$ cat src/rtl/placar_parametrizado.sv
`default_nettype none
// ============================================================================
// Module   : placar_parametrizado
// Purpose  : Kill-scanning packed-BCD scoreboard with a persistent high score
//            and a PLAYING / GAME_OVER state machine.
// Revision : 1.0 - initial release
// ============================================================================
module placar_parametrizado #(
    parameter int N_INIMIGOS       = 64,
    parameter int N_DIGITOS        = 3,
    parameter int PONTOS_POR_ABATE = 1,
    parameter bit SATURAR          = 1'b0
) (
    input  logic                   CLOCK_50,
    input  logic                   reset,
    input  logic [N_INIMIGOS-1:0]  inimigosvida,
    input  logic                   perdeuJogo,
    input  logic                   reiniciarJogo,
    output logic [4*N_DIGITOS-1:0] placar_bcd,
    output logic [4*N_DIGITOS-1:0] recorde_bcd,
    output logic                   ponto,
    output logic                   estouro,
    output logic                   novo_recorde,
    output logic                   jogando
);

    localparam int                 c_IDX_W    = $clog2(N_INIMIGOS);
    localparam int                 c_W        = 4 * N_DIGITOS;
    localparam logic [c_IDX_W-1:0] c_IDX_LAST = c_IDX_W'(N_INIMIGOS - 1);
    localparam logic [3:0]         c_PONTOS   = 4'(PONTOS_POR_ABATE);
    localparam logic [c_W-1:0]     c_MAX      = {N_DIGITOS{4'h9}};

    typedef enum logic [0:0] {
        S_PLAYING   = 1'b0,
        S_GAME_OVER = 1'b1
    } estado_t;

    estado_t                 r_estado;
    estado_t                 w_estado_prox;
    logic [c_IDX_W-1:0]      r_idx;
    logic [N_INIMIGOS-1:0]   r_snap;
    logic [c_W-1:0]          r_placar;
    logic [c_W-1:0]          r_recorde;
    logic                    r_ponto;
    logic                    r_estouro;
    logic                    r_novo_recorde;

    logic [c_W-1:0]          w_soma;
    logic [c_W-1:0]          w_placar_prox;
    logic [4:0]              w_dig;
    logic                    w_carry;
    logic                    w_abate;
    logic                    w_pontua;
    logic                    w_muda;
    logic                    w_estouro;

    // ---------------- state machine ----------------
    always_ff @(posedge CLOCK_50) begin
        if (reset) begin
            r_estado <= S_PLAYING;
        end else begin
            r_estado <= w_estado_prox;
        end
    end

    always_comb begin
        w_estado_prox = r_estado;
        if (reiniciarJogo) begin
            w_estado_prox = S_PLAYING;
        end else if ((r_estado == S_PLAYING) && perdeuJogo) begin
            w_estado_prox = S_GAME_OVER;
        end
    end

    // ---------------- ripple BCD adder ----------------
    // Digit 0 receives the per-kill points, upper digits only the decimal carry;
    // the carry out of the top digit marks the overflow past all-nines.
    always_comb begin
        w_carry = 1'b0;
        w_dig   = '0;
        w_soma  = r_placar;
        for (int d = 0; d < N_DIGITOS; d++) begin
            w_dig = {1'b0, r_placar[4*d +: 4]} + ((d == 0) ? {1'b0, c_PONTOS} : {4'b0000, w_carry});
            if (w_dig > 5'd9) begin
                w_soma[4*d +: 4] = 4'(w_dig - 5'd10);
                w_carry          = 1'b1;
            end else begin
                w_soma[4*d +: 4] = w_dig[3:0];
                w_carry          = 1'b0;
            end
        end
    end

    always_comb begin
        w_placar_prox = (SATURAR && w_carry) ? c_MAX : w_soma;
        w_muda        = (w_placar_prox != r_placar);
        w_estouro     = SATURAR ? ((w_placar_prox == c_MAX) && (r_placar != c_MAX)) : w_carry;
        w_abate       = r_snap[r_idx] & ~inimigosvida[r_idx];
        w_pontua      = w_abate && (r_estado == S_PLAYING) && !perdeuJogo && !reiniciarJogo;
    end

    // ---------------- datapath ----------------
    always_ff @(posedge CLOCK_50) begin
        if (reset) begin
            r_idx          <= '0;
            r_snap         <= inimigosvida;
            r_placar       <= '0;
            r_recorde      <= '0;
            r_ponto        <= 1'b0;
            r_estouro      <= 1'b0;
            r_novo_recorde <= 1'b0;
        end else begin
            r_ponto   <= 1'b0;
            r_estouro <= 1'b0;
            // Packed BCD orders like unsigned binary, so a plain compare is a magnitude compare.
            if (r_placar > r_recorde) begin
                r_recorde      <= r_placar;
                r_novo_recorde <= 1'b1;
            end
            if (reiniciarJogo) begin
                r_idx          <= '0;
                r_snap         <= inimigosvida;
                r_placar       <= '0;
                r_novo_recorde <= 1'b0;
            end else begin
                r_idx         <= (r_idx == c_IDX_LAST) ? '0 : r_idx + c_IDX_W'(1);
                r_snap[r_idx] <= inimigosvida[r_idx];
                if (w_pontua && w_muda) begin
                    r_placar  <= w_placar_prox;
                    r_ponto   <= 1'b1;
                    r_estouro <= w_estouro;
                end
            end
        end
    end

    assign placar_bcd   = r_placar;
    assign recorde_bcd  = r_recorde;
    assign ponto        = r_ponto;
    assign estouro      = r_estouro;
    assign novo_recorde = r_novo_recorde;
    assign jogando      = (r_estado == S_PLAYING);

endmodule
`default_nettype wire

$ cat config.mk
export PLATFORM = sky130hd
export DESIGN_NAME = placar_parametrizado
export DESIGN_NICKNAME = d
export VERILOG_FILES = /design/src/rtl/placar_parametrizado.sv
export SDC_FILE = /design/constraint.sdc
export NUM_CORES = 1
export LEC_CHECK = 0
export ABC_AREA = 1
export BUFFER_PORTS_ARGS = -buffer_cell sky130_fd_sc_hd__buf_2
export CORE_MARGIN = 2
export CORE_UTILIZATION = 47
export DETAILED_ROUTE_END_ITERATION = 6
export PLACE_DENSITY = 0.77
export SYNTH_ARGS = -nofsm -noshare
export SYNTH_HDL_FRONTEND = slang
export SYNTH_SLANG_ARGS = --single-unit
$ cat constraint.sdc
create_clock -name CLOCK_50 -period 7.4 [get_ports CLOCK_50]
set_input_delay 0.37 -clock CLOCK_50 [delete_from_list [all_inputs] [get_ports CLOCK_50]]
set_output_delay 0.37 -clock CLOCK_50 [all_outputs]
set_load 0.1 [all_outputs]
== Yosys cells after proc, flatten, opt, wreduce, memory -nomap -nowiden ==
Cells that the tools add are included.
Storage, ports and cells
  word-level logic and storage cells: 54
  register bits after elaboration: 98
  input port bits: 68
Operators by class
  bitwise logic cells: 4
  reductions and logical operators: 11
  order comparisons: 6
  muxes and demuxes: 16
  equal/unequal tests: 2
  add/subtract/negate cells: 7
Operator list (number)
  $mux W64: 2
  $bwmux W64: 1
  $gt A5 B4 Y1 const B: 3
  $bmux W1 S6: 2
  $gt A12 B12 Y1: 1
  $mux W4: 3
  $ne A12 B12 Y1: 1
  $sub A4 B4 Y4 const B: 3
  $add A4 B1 Y5: 2
  $lt A6 B7 Y1 const B: 1
  $mux W1: 7
  $add A6 B1 Y6 const B: 1
  $demux W1 S6: 1
  $eq A6 B6 Y1 const B: 1
  $ge A6 B1 Y1 const B: 1
  $logic_and A1 B1 Y1: 6
  $reduce_or A3 Y1: 2
  $add A4 B1 Y5 const B: 1
  $not A1 Y1: 3
  $logic_not A1 Y1: 2
  $reduce_or A2 Y1: 1
  $and A1 B1 Y1: 1

== Longest topological paths before layout ==
  word-level depth: 13
  gate-level depth with buffers: 29

== Worst setup path after synthesis ==
OpenSTA, ideal clock, no wires.
  path type: register to register
  start point: register r_placar[0], in the netlist placar_bcd[0]
  end point: register r_placar[9], in the netlist placar_bcd[9]
  setup slack: 2.513 ns
  arrival: 4.770 ns
  data required time: 7.283 ns
  cell stages (with the launch flop): 30
  buffers on the path: 0
  library setup time: 0.117 ns
  clock period less this slack: 4.887 ns
  cells stage by stage: dfxtp_1 > inv_1 > ha_1 > inv_1 > ha_1 > nand2_1 > nand3_1 > nand2_1 > ha_1 > ha_1 > xor2_1 > inv_1 > ha_1 > inv_1 > o211ai_1 > nand2_1 > ha_1 > ha_1 > xor2_1 > inv_1 > ha_1 > inv_1 > o211ai_1 > nand2_1 > inv_1 > nand2_1 > nand2_1 > nand3_1 > nand2_1 > nor2_1
RTL lines
  start: declaration: RTL line 42  | logic [c_W-1:0] r_placar;
  start signal: assignment: RTL line 129  | r_placar <= w_placar_prox;
  $add A4 B1 Y5 *: RTL line 83  | w_dig = {1'b0, r_placar[4*d +: 4]} + ((d == 0) ? {1'b0, c_PONTOS} : {4'b0000, w_carry});
  $sub A4 B4 Y4 / $gt A5 B4 Y1 (equally long branches): RTL line 85, 84
  $mux W4 *: RTL line 84  | if (w_dig > 5'd9) begin
  via w_placar_prox[0]: RTL line 49  | logic [c_W-1:0] w_placar_prox;
  $ne A12 B12 Y1 *: RTL line 96  | w_muda = (w_placar_prox != r_placar);
  $logic_and A1 B1 Y1 *: RTL line 128  | if (w_pontua && w_muda) begin
Mark *: on every way through the listed nets, which the timed path passes. The rest lies on a longest branch.
A chain may end at the register's enable or synchronous reset.

== Final worst setup path ==
  start point: register r_placar[0], in the netlist placar_bcd[0]
  end point: register r_placar[10], in the netlist placar_bcd[10]
On the way
  cells in the longest elaborated chain, start to end: 11
RTL lines (RTL line)
  $add A4 B1 Y5: 83
  $gt A5 B4 Y1: 84
  $mux W1: 84
  $add A4 B1 Y5: 83
  $gt A5 B4 Y1: 84
  $mux W1: 84
  $add A4 B1 Y5: 83
  $sub A4 B4 Y4 / $gt A5 B4 Y1 (equally long branches): 85, 84
  $mux W4: 84
  $ne A12 B12 Y1: 96
  $logic_and A1 B1 Y1: 128
Parallel ways exist; a longest one is shown, timed or not.

==> impl_metrics.toml <==
[die]
die_h_um = 125
io-pin-count = 96
row_count = 44
fp.coreArea_um2 = 14400
dieArea_um2 = 15600
die_w_um = 125
initial_core_util_pct = 47.7

[clock_tree]
clk_latency_ns = 0.35
cts_buffer_depth = 2
post_cts_buffers = 0
cts_sinks = 98
ctsRootBufferMaster = "clkbuf_16"
ctsHoldBuffers = 0
cts_max_level = 3
cts_resized = 0
cts_made_buffers = 9
path_clk_slew_ns = 0.06
cts_tree = "built"

[timing]
fmax_mhz = 218
setup_tns_ns = 0
fin_crit_ns = 4.60
hold_slack_ns = 0.303
slew_headroom_pct = 16.2
rsz0062_at_grt = "no"
max_slew.worst_pin.slew_ns = 1.25
setup_viol = 0
drv_slew = 0
hold_viol = 0
final.setup_skew_ns = 0.00928
min_period_over_period_pct = 62.1

[power]
seqPwrFrac_pct = 41.9
p_leak_uw = 0.00355
power.density_nw_per_um2 = 206
ir_drop_mv = 0.125
internal_power_uw = 1000
swShare_pct = 35.8
combPwrFrac_pct = 28.6
clkPwrFrac_pct = 29.6
power.switching_uw = 560

[layout]
layout.nets = 1148
diodes = 0
drive_above_1_share_pct = 11.9
nFillCells = 1450
multi_input_area_um2 = 3460
final-seq-area_um2 = 2600
fin_area_um2 = 7600
areaGrowthSynthToFinish_pct = 10.5
fin_util_pct = 52.7

[yosys]
synth.most_common_cell = "nand2_1"
ys_seq_area_share_pct = 37.8
synth.distinct_cells = 28
synth_cells = 1009
ys_ff_latch = 98
yosys-top-cells-count = "308 x nand2_1, 126 x inv_1, 108 x o21ai_0"
yosysTopAreaCell = "edfxtp_1"
synth-edff-count = 64
synthArstFlopShare_pct = 0
synth-warning-count = 0
syn-num-nets = 1099
syn_avg_cell_area_um2 = 6.82
synth_area_um2 = 6880
yosys_most_used_dff = "edfxtp_1"
synth_area_leaders = "edfxtp_1 28%, nand2_1 17%, dfxtp_1 9.9%"
synth_top_cell_area_share_pct = 27.9

[min_path]
hold_end = "r_estado"
hold_start = "perdeuJogo"
hp-class = "primary input to register"
hold_depth = 3

[critical_path]
endpoint_kind = "register"
worst_ep_required_time_ns = 7.65
ff2ff_setup_slack_ns = 2.80
slowest_stage = "dfxtp_1"
rr_startpoint = "placar_bcd[0]"
critical-path-top-delay-family = "adder cells"
reg2reg_depth = 26
startpoint_type = "register"
cp_max_fo = 6
critPathArrivalTime_ns = 4.84
reg2reg_to = "placar_bcd[10]"
cp-startpoint = "placar_bcd[0]"
crit_top_cell = "ha_1"
path_class = "register to register"
cp_slowest_stage_delay_ns = 0.36
cp_num_buf_inv = 4
cp.depth = 26

[placed_design]
hpwl_um = 13000
globalplace.congestion = 0.908
portBuffers = 95
placed_area_um2 = 7320

[drt]
viasPerCell = 5.63
wl_per_cell_um = 16.5
drc = 0
dr.first_iter.drc_count = 981
ant_nets = 0
vias = 7015
drt_first_pass_iters = 5
wirelength_um = 20600

[grt]
antenna_found_initial = 0
grt_pass1_vias = 6422
grt_pass1_wl_um = 33000
grt_overflow = 0
grtUsageTotal_pct = 26.5
grt_max_degree = 129

[run]
cap_violations = 0

[run_status]
status = "complete, no violations"
layer usage:
layer  share of wire, %  track usage, %
met1                 39            36.2
met2                 46            41.5
met3                 12            4.41
met4                3.3            12.0
met5                  0               0
worst max-delay path by stage:
stage,endpoint,slack [ns]
2_1_floorplan,placar_bcd[9],2.51
3_3_place_gp,placar_bcd[9],3.20
3_5_place_dp,placar_bcd[10],2.97
4_1_cts,placar_bcd[9],2.88
5_1_grt,placar_bcd[10],2.40
6_report,placar_bcd[10],2.80
logic make-up after synthesis:
group,synth area share [%]
AOI/OAI and AO/OA,12.7
DFF,37.8
buffers and inverters,11.9
and+or+nand+nor,32.3
xor gates and xnor gates,1.27
adders and majority gates,4.00
tightest hold or removal path, stage by stage:
cell and delay [ns]:
buf_2 0.12, nor2_1 0.04, nor2_1 0.09
power groups by stage:
stage / logic [µW] / registers [µW] / clock network, µW
2_1_floorplan: 232 / 792 / 0
3_3_place_gp: 435 / 665 / 0
3_5_place_dp: 441 / 666 / 0
4_1_cts: 444 / 655 / 461
5_1_grt: 492 / 659 / 484
6_report: 446 / 655 / 462
sequential cells by signal (all words and copies together) (netlist names):
register      flops
r_idx             6
ponto             1
estouro           1
r_estado          1
placar_bcd       12
recorde_bcd      12
novo_recorde      1
r_snap           64
cells in the final DEF (no fill, tap or decap), types with 3 or more instances in the layout:
cell         n
nand3_1     63
o21ai_1     33
nor2_1      70
buf_2       95
edfxtp_1    64
xnor2_1      5
clkinv_1     4
nand4_1     67
inv_1      126
ha_1        22
nor2_2       5
a211oi_1    13
clkinv_2     3
xor2_1       5
clkbuf_16    9
a21oi_1      8
o21ai_0    108
buf_4        7
nor3_1       4
nand2_1    307
dfxtp_1     33
final cells by class:
cell class	count	share of cell area (%)
tap	184	3.03
clock inverter	7	0.790
timing repair buffer	102	6.95
clock buffer	9	2.96
sequential	98	34.3
multi-input combinational	717	45.6
inverter	130	6.44
metrics by stage:
| step | std cells | power (µW) | setup WS [ns] |
|---|---|---|---|
| CTS | 1247 | 1560 | 2.88 |
| finish | 1247 | 1560 | 2.80 |
| global placement | 1231 | 1100 | 3.20 |
| floorplan | 1009 | 1020 | 2.51 |
| detailed placement | 1231 | 1110 | 2.97 |
| global route | 1247 | 1640 | 2.40 |
No activity file was read; power rests on OpenSTA's default activity.
